===== src/rtl/prio_slice_arbiter_if.sv =====
// Requester/arbiter signal bundle: request and release pulses in; owner code,
// FSM state and pre-emption count out.
interface prio_slice_arbiter_if #(
   parameter int N_CH  = 3,
   parameter int CNT_W = 16,
   parameter int ACC_W = $clog2(N_CH + 1)
);
   logic [N_CH-1:0]  req;
   logic [N_CH-1:0]  done;
   logic [ACC_W-1:0] accmodule;
   logic [3:0]       mstate;
   logic [CNT_W-1:0] nb_interrupts;

   modport master (
      output req, done,
      input  accmodule, mstate, nb_interrupts
   );

   modport slave (
      input  req, done,
      output accmodule, mstate, nb_interrupts
   );
endinterface


===== src/rtl/prio_slice_arbiter.sv =====
// Shared-resource arbiter: channel 0 is the priority master with bounded pre-emption,
// channels 1..N_CH-1 are served round-robin with a fixed time slice.
//
// state      | meaning
// -----------+---------------------------------------------------------
// S_IDLE     | no owner, accmodule = 0
// S_PRI_FULL | channel 0 owns from idle, held until done[0]
// S_PRI_IT   | channel 0 pre-empted a low channel, bounded by IT_SLICE
// S_LO       | channel 1..N_CH-1 owns, bounded by SLICE
module prio_slice_arbiter #(
   parameter  int N_CH     = 3,
   parameter  int SLICE    = 2,
   parameter  int IT_SLICE = 2,
   parameter  int CNT_W    = 16,
   localparam int ACC_W    = $clog2(N_CH + 1),
   localparam int IDX_W    = $clog2(N_CH)
) (
   input  logic                  clk,
   input  logic                  reset,
   prio_slice_arbiter_if.slave   bus
);

   typedef enum logic [3:0] {
      S_IDLE     = 4'b0001,
      S_PRI_FULL = 4'b0010,
      S_PRI_IT   = 4'b0100,
      S_LO       = 4'b1000
   } state_t;

   state_t             state_q, state_d;
   logic [IDX_W-1:0]   owner_q, owner_d;
   logic [IDX_W-1:0]   rr_q, rr_d;
   logic [3:0]         cnt_q, cnt_d;
   logic [N_CH-1:0]    pend_q, pend_d;
   logic [CNT_W-1:0]   nb_q, nb_d;

   logic [N_CH-1:0]    own_mask, req_m, eff;
   logic               sel_valid, do_sel;
   logic [IDX_W-1:0]   sel_idx, cand;
   int                 c_scan;

   // A request from the owner, or one arriving with its own done, is dropped.
   assign own_mask = (state_q == S_IDLE) ? '0 : (N_CH'(1) << owner_q);
   assign req_m    = bus.req & ~bus.done & ~own_mask;
   assign eff      = req_m | pend_q;

   always_comb begin
      sel_valid = 1'b0;
      sel_idx   = '0;
      c_scan    = 0;
      cand      = '0;
      if (eff[0]) begin
         sel_valid = 1'b1;
      end else begin
         for (int k = 0; k < N_CH - 1; k++) begin
            c_scan = int'(rr_q) + k;
            if (c_scan > N_CH - 1) c_scan = c_scan - (N_CH - 1);
            cand = IDX_W'(c_scan);
            if (!sel_valid && eff[cand]) begin
               sel_valid = 1'b1;
               sel_idx   = cand;
            end
         end
      end
   end

   always_comb begin
      state_d = state_q;
      owner_d = owner_q;
      rr_d    = rr_q;
      cnt_d   = cnt_q;
      pend_d  = pend_q | req_m;
      nb_d    = nb_q;
      do_sel  = 1'b0;

      case (state_q)
         S_IDLE:     do_sel = 1'b1;
         S_PRI_FULL: do_sel = bus.done[0];
         S_PRI_IT: begin
            if (bus.done[0] || cnt_q == 4'd0) do_sel = 1'b1;
            else                              cnt_d  = cnt_q - 4'd1;
         end
         S_LO: begin
            if (bus.done[owner_q]) begin
               do_sel = 1'b1;
            end else if (eff[0]) begin
               state_d         = S_PRI_IT;
               owner_d         = '0;
               cnt_d           = 4'(IT_SLICE - 1);
               pend_d[owner_q] = 1'b1;
               pend_d[0]       = 1'b0;
               if (nb_q != '1) nb_d = nb_q + 1'b1;
            end else if (cnt_q == 4'd0) begin
               do_sel = 1'b1;
            end else begin
               cnt_d = cnt_q - 4'd1;
            end
         end
         default: state_d = S_IDLE;
      endcase

      if (do_sel) begin
         if (!sel_valid) begin
            state_d = S_IDLE;
            owner_d = '0;
         end else if (sel_idx == '0) begin
            state_d   = S_PRI_FULL;
            owner_d   = '0;
            pend_d[0] = 1'b0;
         end else begin
            state_d         = S_LO;
            owner_d         = sel_idx;
            cnt_d           = 4'(SLICE - 1);
            pend_d[sel_idx] = 1'b0;
            rr_d = (sel_idx == IDX_W'(N_CH - 1)) ? IDX_W'(1) : sel_idx + 1'b1;
         end
      end
   end

   always_ff @(posedge clk) begin
      if (!reset) begin
         state_q <= S_IDLE;
         owner_q <= '0;
         rr_q    <= IDX_W'(1);
         cnt_q   <= '0;
         pend_q  <= '0;
         nb_q    <= '0;
      end else begin
         state_q <= state_d;
         owner_q <= owner_d;
         rr_q    <= rr_d;
         cnt_q   <= cnt_d;
         pend_q  <= pend_d;
         nb_q    <= nb_d;
      end
   end

   assign bus.accmodule     = (state_q == S_IDLE) ? '0 : ACC_W'(owner_q) + ACC_W'(1);
   assign bus.mstate        = state_q;
   assign bus.nb_interrupts = nb_q;

endmodule

===== src/flat_wrapper.sv =====
// flat-port wrapper written by rule: the top's interface ports become plain ports
module prio_slice_arbiter_flat 
#(
   parameter  int N_CH     = 3,
   parameter  int SLICE    = 2,
   parameter  int IT_SLICE = 2,
   parameter  int CNT_W    = 16,
   localparam int ACC_W    = $clog2(N_CH + 1),
   localparam int IDX_W    = $clog2(N_CH)
)
  (clk, reset, bus_req, bus_done, bus_accmodule, bus_mstate, bus_nb_interrupts);
  prio_slice_arbiter_if #(.N_CH(N_CH), .CNT_W(CNT_W)) bus_i ();
  input  logic clk;
  input  logic reset;
  input wire logic [$bits(bus_i.req)-1:0] bus_req;
  input wire logic [$bits(bus_i.done)-1:0] bus_done;
  output wire logic [$bits(bus_i.accmodule)-1:0] bus_accmodule;
  output wire logic [$bits(bus_i.mstate)-1:0] bus_mstate;
  output wire logic [$bits(bus_i.nb_interrupts)-1:0] bus_nb_interrupts;
  assign bus_i.req = bus_req;
  assign bus_i.done = bus_done;
  assign bus_accmodule = bus_i.accmodule;
  assign bus_mstate = bus_i.mstate;
  assign bus_nb_interrupts = bus_i.nb_interrupts;
  prio_slice_arbiter #(.N_CH(N_CH), .SLICE(SLICE), .IT_SLICE(IT_SLICE), .CNT_W(CNT_W)) u_core (.clk(clk), .reset(reset), .bus(bus_i));
endmodule

===== config.mk =====
export PLATFORM = sky130hd
export DESIGN_NAME = prio_slice_arbiter_flat
export DESIGN_NICKNAME = d
export VERILOG_FILES = /design/src/rtl/prio_slice_arbiter_if.sv /design/src/rtl/prio_slice_arbiter.sv /design/src/flat_wrapper.sv
export SDC_FILE = /design/constraint.sdc
export NUM_CORES = 1
export LEC_CHECK = 0
export BUFFER_PORTS_ARGS = -buffer_cell sky130_fd_sc_hd__buf_4
export CORE_MARGIN = 8
export CORE_UTILIZATION = 60
export DETAILED_ROUTE_END_ITERATION = 8
export GPL_ROUTABILITY_DRIVEN = 0
export PLACE_DENSITY = 0.9
export SYNTH_ARGS = -nofsm -noshare
export SYNTH_HDL_FRONTEND = slang
export SYNTH_SLANG_ARGS = --single-unit

===== constraint.sdc =====
create_clock -name clk -period 4.8 [get_ports clk]
set_input_delay 0.48 -clock clk [delete_from_list [all_inputs] [get_ports clk]]
set_output_delay 0.48 -clock clk [all_outputs]
set_load 0.01 [all_outputs]

After elaboration in Yosys (flattened, before gate mapping):

Index checks and enable logic that the tools add are counted.

* register bits: 31
* output and inout port bits: 22

* add/sub/neg operators: 7
* magnitude comparators: 8
* equality and inequality tests: 10
* shifts and indexed selects: 1
* mux-type cells: 56
* bitwise gates (word level): 10
* reductions and logical operators: 14

Operators by type and width (number)
* 2-to-1 mux 4 bit: 12
* 2-to-1 mux 2 bit: 16
* 2-to-1 mux 3 bit: 6
* adder 16 x 1 -> 16 bit, second input constant: 1
* inequality test 16 bit, second input constant: 1
* one-hot mux 4 bit (2 select lines): 2
* 2-to-1 mux 1 bit: 14
* < comparator 2 x 3 -> 1 bit, second input constant: 4
* bitwise AND 3 bit: 3
* NOT 3 bit: 3
* AND reduction 3 bit: 3
* binary-select mux 1 bit (select 2 bit): 3
* bitwise OR 3 bit: 2
* adder 2 x 1 -> 2 bit, second input constant: 2
* demux 1 bit (select 2 bit): 2
* equality test 4 x 1 -> 1 bit, second input constant: 1
* equality test 4 x 2 -> 1 bit, second input constant: 1
* equality test 4 x 3 -> 1 bit, second input constant: 1
* equality test 4 bit, second input constant: 1
* >= comparator 2 x 1 -> 1 bit, second input constant: 2
* logical NOT 4 bit: 1
* inequality test 2 x 1 -> 1 bit, second input constant: 2
* one-hot mux 1 bit (4 select lines): 1
* AND reduction 4 bit: 1
* other kinds (16): 21

Logic depth before layout (Yosys ltp):

* depth in word-level cells: 23
* gate-level depth with buffers: 8
* depth with buffers taken out: 7

Least setup slack after synthesis:

OpenSTA, ideal clock, no wires.

* path type: reg2reg
* start: register u_core.state_q[1] (netlist: u_core.bus.mstate[1])
* end: register u_core.nb_q[6] (netlist: u_core.bus.nb_interrupts[6])
* setup time: 72 ps
* data arrival time: 2097 ps
* setup slack: 2631 ps
* cell stages (with the launch flop): 7
* path buffers: 1
* clock period less this slack: 2169 ps
* cell sequence: dfxtp_1 buf_4 nor4b_4 o22ai_4 or4b_4 or3_1 a21oi_1

* longest elaborated chain between the ends: 6
* elaborated cells on any way between the ends: 7
* those cells by class: 2 x eq/ne; 1 x mux; 3 x bitwise; 1 x reduce/logical

RTL lines
* start: declaration: RTL line prio_slice_arbiter.sv:30 `state_t state_q, state_d;`
* start signal: assignment: RTL line prio_slice_arbiter.sv:129 `state_q <= state_d;`
* equality test 4 x 1 -> 1 bit: RTL line prio_slice_arbiter.sv:43 `assign own_mask = (state_q == S_IDLE) ? '0 : (N_CH'(1) << owner_q);`
* 2-to-1 mux 3 bit: RTL line prio_slice_arbiter.sv:43
* NOT 3 bit: RTL line prio_slice_arbiter.sv:44 `assign req_m = bus.req & ~bus.done & ~own_mask;`
* bitwise AND 3 bit: RTL line prio_slice_arbiter.sv:44
* bitwise OR 3 bit: RTL line prio_slice_arbiter.sv:45 `assign eff = req_m | pend_q;`
* AND reduction 4 bit (no source line) (*)
* end signal: assignment: RTL line prio_slice_arbiter.sv:134 `nb_q <= nb_d;`
* end: declaration: RTL line prio_slice_arbiter.sv:35 `logic [CNT_W-1:0] nb_q, nb_d;`

Mark *: on every way between the ends. The rest lies on a longest branch, timed or not.
A chain may end at the register's enable or synchronous reset.

Worst setup path in the final report:

* start: register u_core.state_q[3] (netlist: u_core.bus.mstate[3])
* end: register u_core.nb_q[7] (netlist: u_core.bus.nb_interrupts[7])

The elaborated chain is that of the path after synthesis.

==> summary.txt <==
Logic synthesis
  – Synth Flop Type: dfxtp_1
  – Sequential share of the synthesized area: 35.2%
  – EDFF count, synth: 0
  – Cell variety after synth: 50
  – Post-Syn Area per Cell: 8.35 um2
  – Largest area contributor in the synthesized netlist: dfxtp_1
  – Yosys reg bits: 31
  – Warnings from Yosys: 0
  – Top post-synthesis cells by area: dfxtp_1 (35%), o21ai_0 (5.1%), nor2_1 (4.9%)
  – Synthesized cell area: 1760 um2
  – Synth top cells by count: dfxtp_1 (31), nor2_1 (23), o21ai_0 (18)
  – Share of the synthesized area in the top cell type: 35.2%
  – Syn nets: 224
  – Synthesized instance count: 211
  – Most frequent cell after synthesis: dfxtp_1
  – Async SR Flop Fraction: 0%

GRT
  – Total Routing Usage GR: 17.7%
  – Global-route wire length before repair: 7420 um
  – Global route total overflow: 0
  – Initial antenna violation count: 0
  – Vias in the first global route: 1,698
  – Pin count of the biggest net entering global routing: 20

Run
  – Max-Cap Viols: 0

Cells and area
  – Layout cell share with drive strength beyond 1: 18.9%
  – Area Overhead vs Synth: 16.2%
  – Final net count: 255
  – Diodes inserted: 0

CTS
  – Root buffer cell: clkbuf_4
  – CTS tree: yes
  – Bufs on Longest Clock Path: 2
  – Post-cts resize count: 0
  – Post-CTS Hold Fix Bufs: 0
  – Clock latency on the worst-skew pair: 0.33 ns
  – Post-CTS setup buffers: 0
  – Worst-path clk slew: 0.10 ns
  – CTS H-Tree Depth: 2
  – TritonCTS buffer count: 5
  – CTS sink count: 31

Critical path
  – CP startpoint kind: flop
  – Crit path DAT: 2.83 ns
  – Crit end category: flop
  – CP Class: reg -> reg
  – Critical Path RT: 5.05 ns
  – Highest net fanout along the worst path: 11

Floorplan
  – Die X-Extent: 70.2 um
  – Starting Density: 63.3%
  – Core footprint: 2780 um2
  – Die area: 4930 um2
  – Die Height: 70.2 um
  – Rows: 19
  – Ports: 30

STA
  – Fmax: 387 MHz
  – Fin crit share: 53.8%
  – TNS Setup: 0 ns
  – Tmin final: 2.58 ns
  – Final worst setup slack: 2.22 ns
  – Worst Skew: 0.0109 ns
  – Worst-Margin Slew: 0.889 ns
  – Setup repair after global routing missed its margin: false
  – Pins over their slew limit: 0
  – Relative slew slack: 40.6%
  – Final setup violation count: 0
  – Final hold violations: 0

Pwr
  – VDD IR-drop max: 0.447 mV
  – P_leak: 0.762 nW
  – Final Power: 801 uW
  – Pint: 488 uW
  – Sw Share: 39.1%
  – Clock power share: 18.3%
  – Register share of total power: 41.3%
  – Comb power frac: 40.4%
  – Pwr dens: 391 nW/um2
  – Psw: 313 uW

Routing
  – Routed len/inst: 15.4 um
  – Via density: 6.11
  – Routed WL: 4220 um
  – Drt drc: 0
  – Post-DRT Antenna Nets: 0
  – Starting DRC count in detailed routing: 127
  – TritonRoute pass-1 iters: 4
  – Vias: 1,674

Place
  – Dpl hpwl: 3140 um
  – IO buf count: 29
  – Setup WS pre-CTS: 2.34 ns

Hold path
  – Class of the worst hold path: in -> reg

Outcome
  – Status: finished clean
==> metrics by stage <==
step | hold WS, ns | instances | area, um2 | utilization [%]
floorplan | 0.463 | 211 | 1760 | -
global placement | 0.475 | 266 | 1990 | 71.7
detailed placement | 0.495 | 266 | 1990 | 71.7
CTS | 0.430 | 274 | 2050 | 73.6
global route | 0.436 | 274 | 2050 | 73.6
finish | 0.454 | 274 | 2050 | 73.6
==> kinds of logic after synthesis <==
| group | Yosys count | synth area share [%] |
|---|---|---|
| fa+ha+maj | 5 | 3.55 |
| buf+inv | 14 | 3.27 |
| mux | 4 | 2.27 |
| compound gates | 64 | 24.7 |
| simple gates | 89 | 29.0 |
| flops | 31 | 35.2 |
| xor+xnor | 4 | 1.99 |
==> area by class of cell <==
class	instances	area, um2
multi-input cells	166	1080
fillers	236	734
clock inverters	3	15.0
well taps	31	38.8
flip-flops and latches	31	621
clock buffers	5	37.5
repair buffers	29	218
inverters	9	33.8
==> per-layer routing <==
layer / global-route usage, % / vias to the layer above / part of all wire (%)
met5: 0 / - / 0
met4: 10.9 / 0 / 1.9
met3: 5.37 / 12 / 5.5
met2: 27.5 / 47 / 46
met1: 20.8 / 774 / 47
li1: - / 841 / -
==> worst paths after layout <==
| check | from | end | slack, ns | depth (start not counted) |
|---|---|---|---|---|
| hold / removal | reset | u_core.bus.mstate[3] | 0.45 | 2 |
| setup reg to reg | u_core.bus.mstate[3] | u_core.bus.nb_interrupts[7] | 2.22 | 5 |
| hold reg to reg | u_core.cnt_q[1] | u_core.cnt_q[1] | 0.51 | 2 |
| setup / recovery | u_core.bus.mstate[3] | u_core.bus.nb_interrupts[7] | 2.22 | 5 |
==> registers in the layout, summed over array words and instances (netlist names) <==
name,flops
u_core.rr_q,2
u_core.bus.mstate,4
u_core.pend_q,3
u_core.owner_q,2
u_core.cnt_q,4
u_core.bus.nb_interrupts,16
==> cells in the final DEF (no fill, tap or decap), drive strengths merged, types with 4 or more instances in the layout <==
cell type,synthesis,layout
nor4,4,4
nor2,23,23
o21ai,18,18
nand2,14,14
inv,8,8
ha,5,5
clkbuf,3,5
nand3,6,6
or3,7,7
nand2b,6,6
buf,2,29
o21a,4,4
clkinv,1,4
mux2i,4,4
dfxtp,31,31
a21oi,17,17
nor2b,4,4
nor3,8,8
==> power groups by stage <==
stage          clock, mW  combinational, mW  sequential (mW)
2_1_floorplan          0              0.246            0.327
3_3_place_gp           0              0.315            0.334
3_5_place_dp           0              0.322            0.336
4_1_cts            0.151              0.323            0.330
5_1_grt            0.160              0.360            0.338
6_report           0.146              0.324            0.331
==> worst max-delay path, cell delays in order, from the launching register on <==
cell and delay (ns):
dfxtp_1 0.56, nor4b_4 0.35, o211ai_1 0.41, a2111oi_0 0.80
nand3_1 0.18, a21oi_1 0.20
Note: power is estimated with default switching activity, not from simulation.
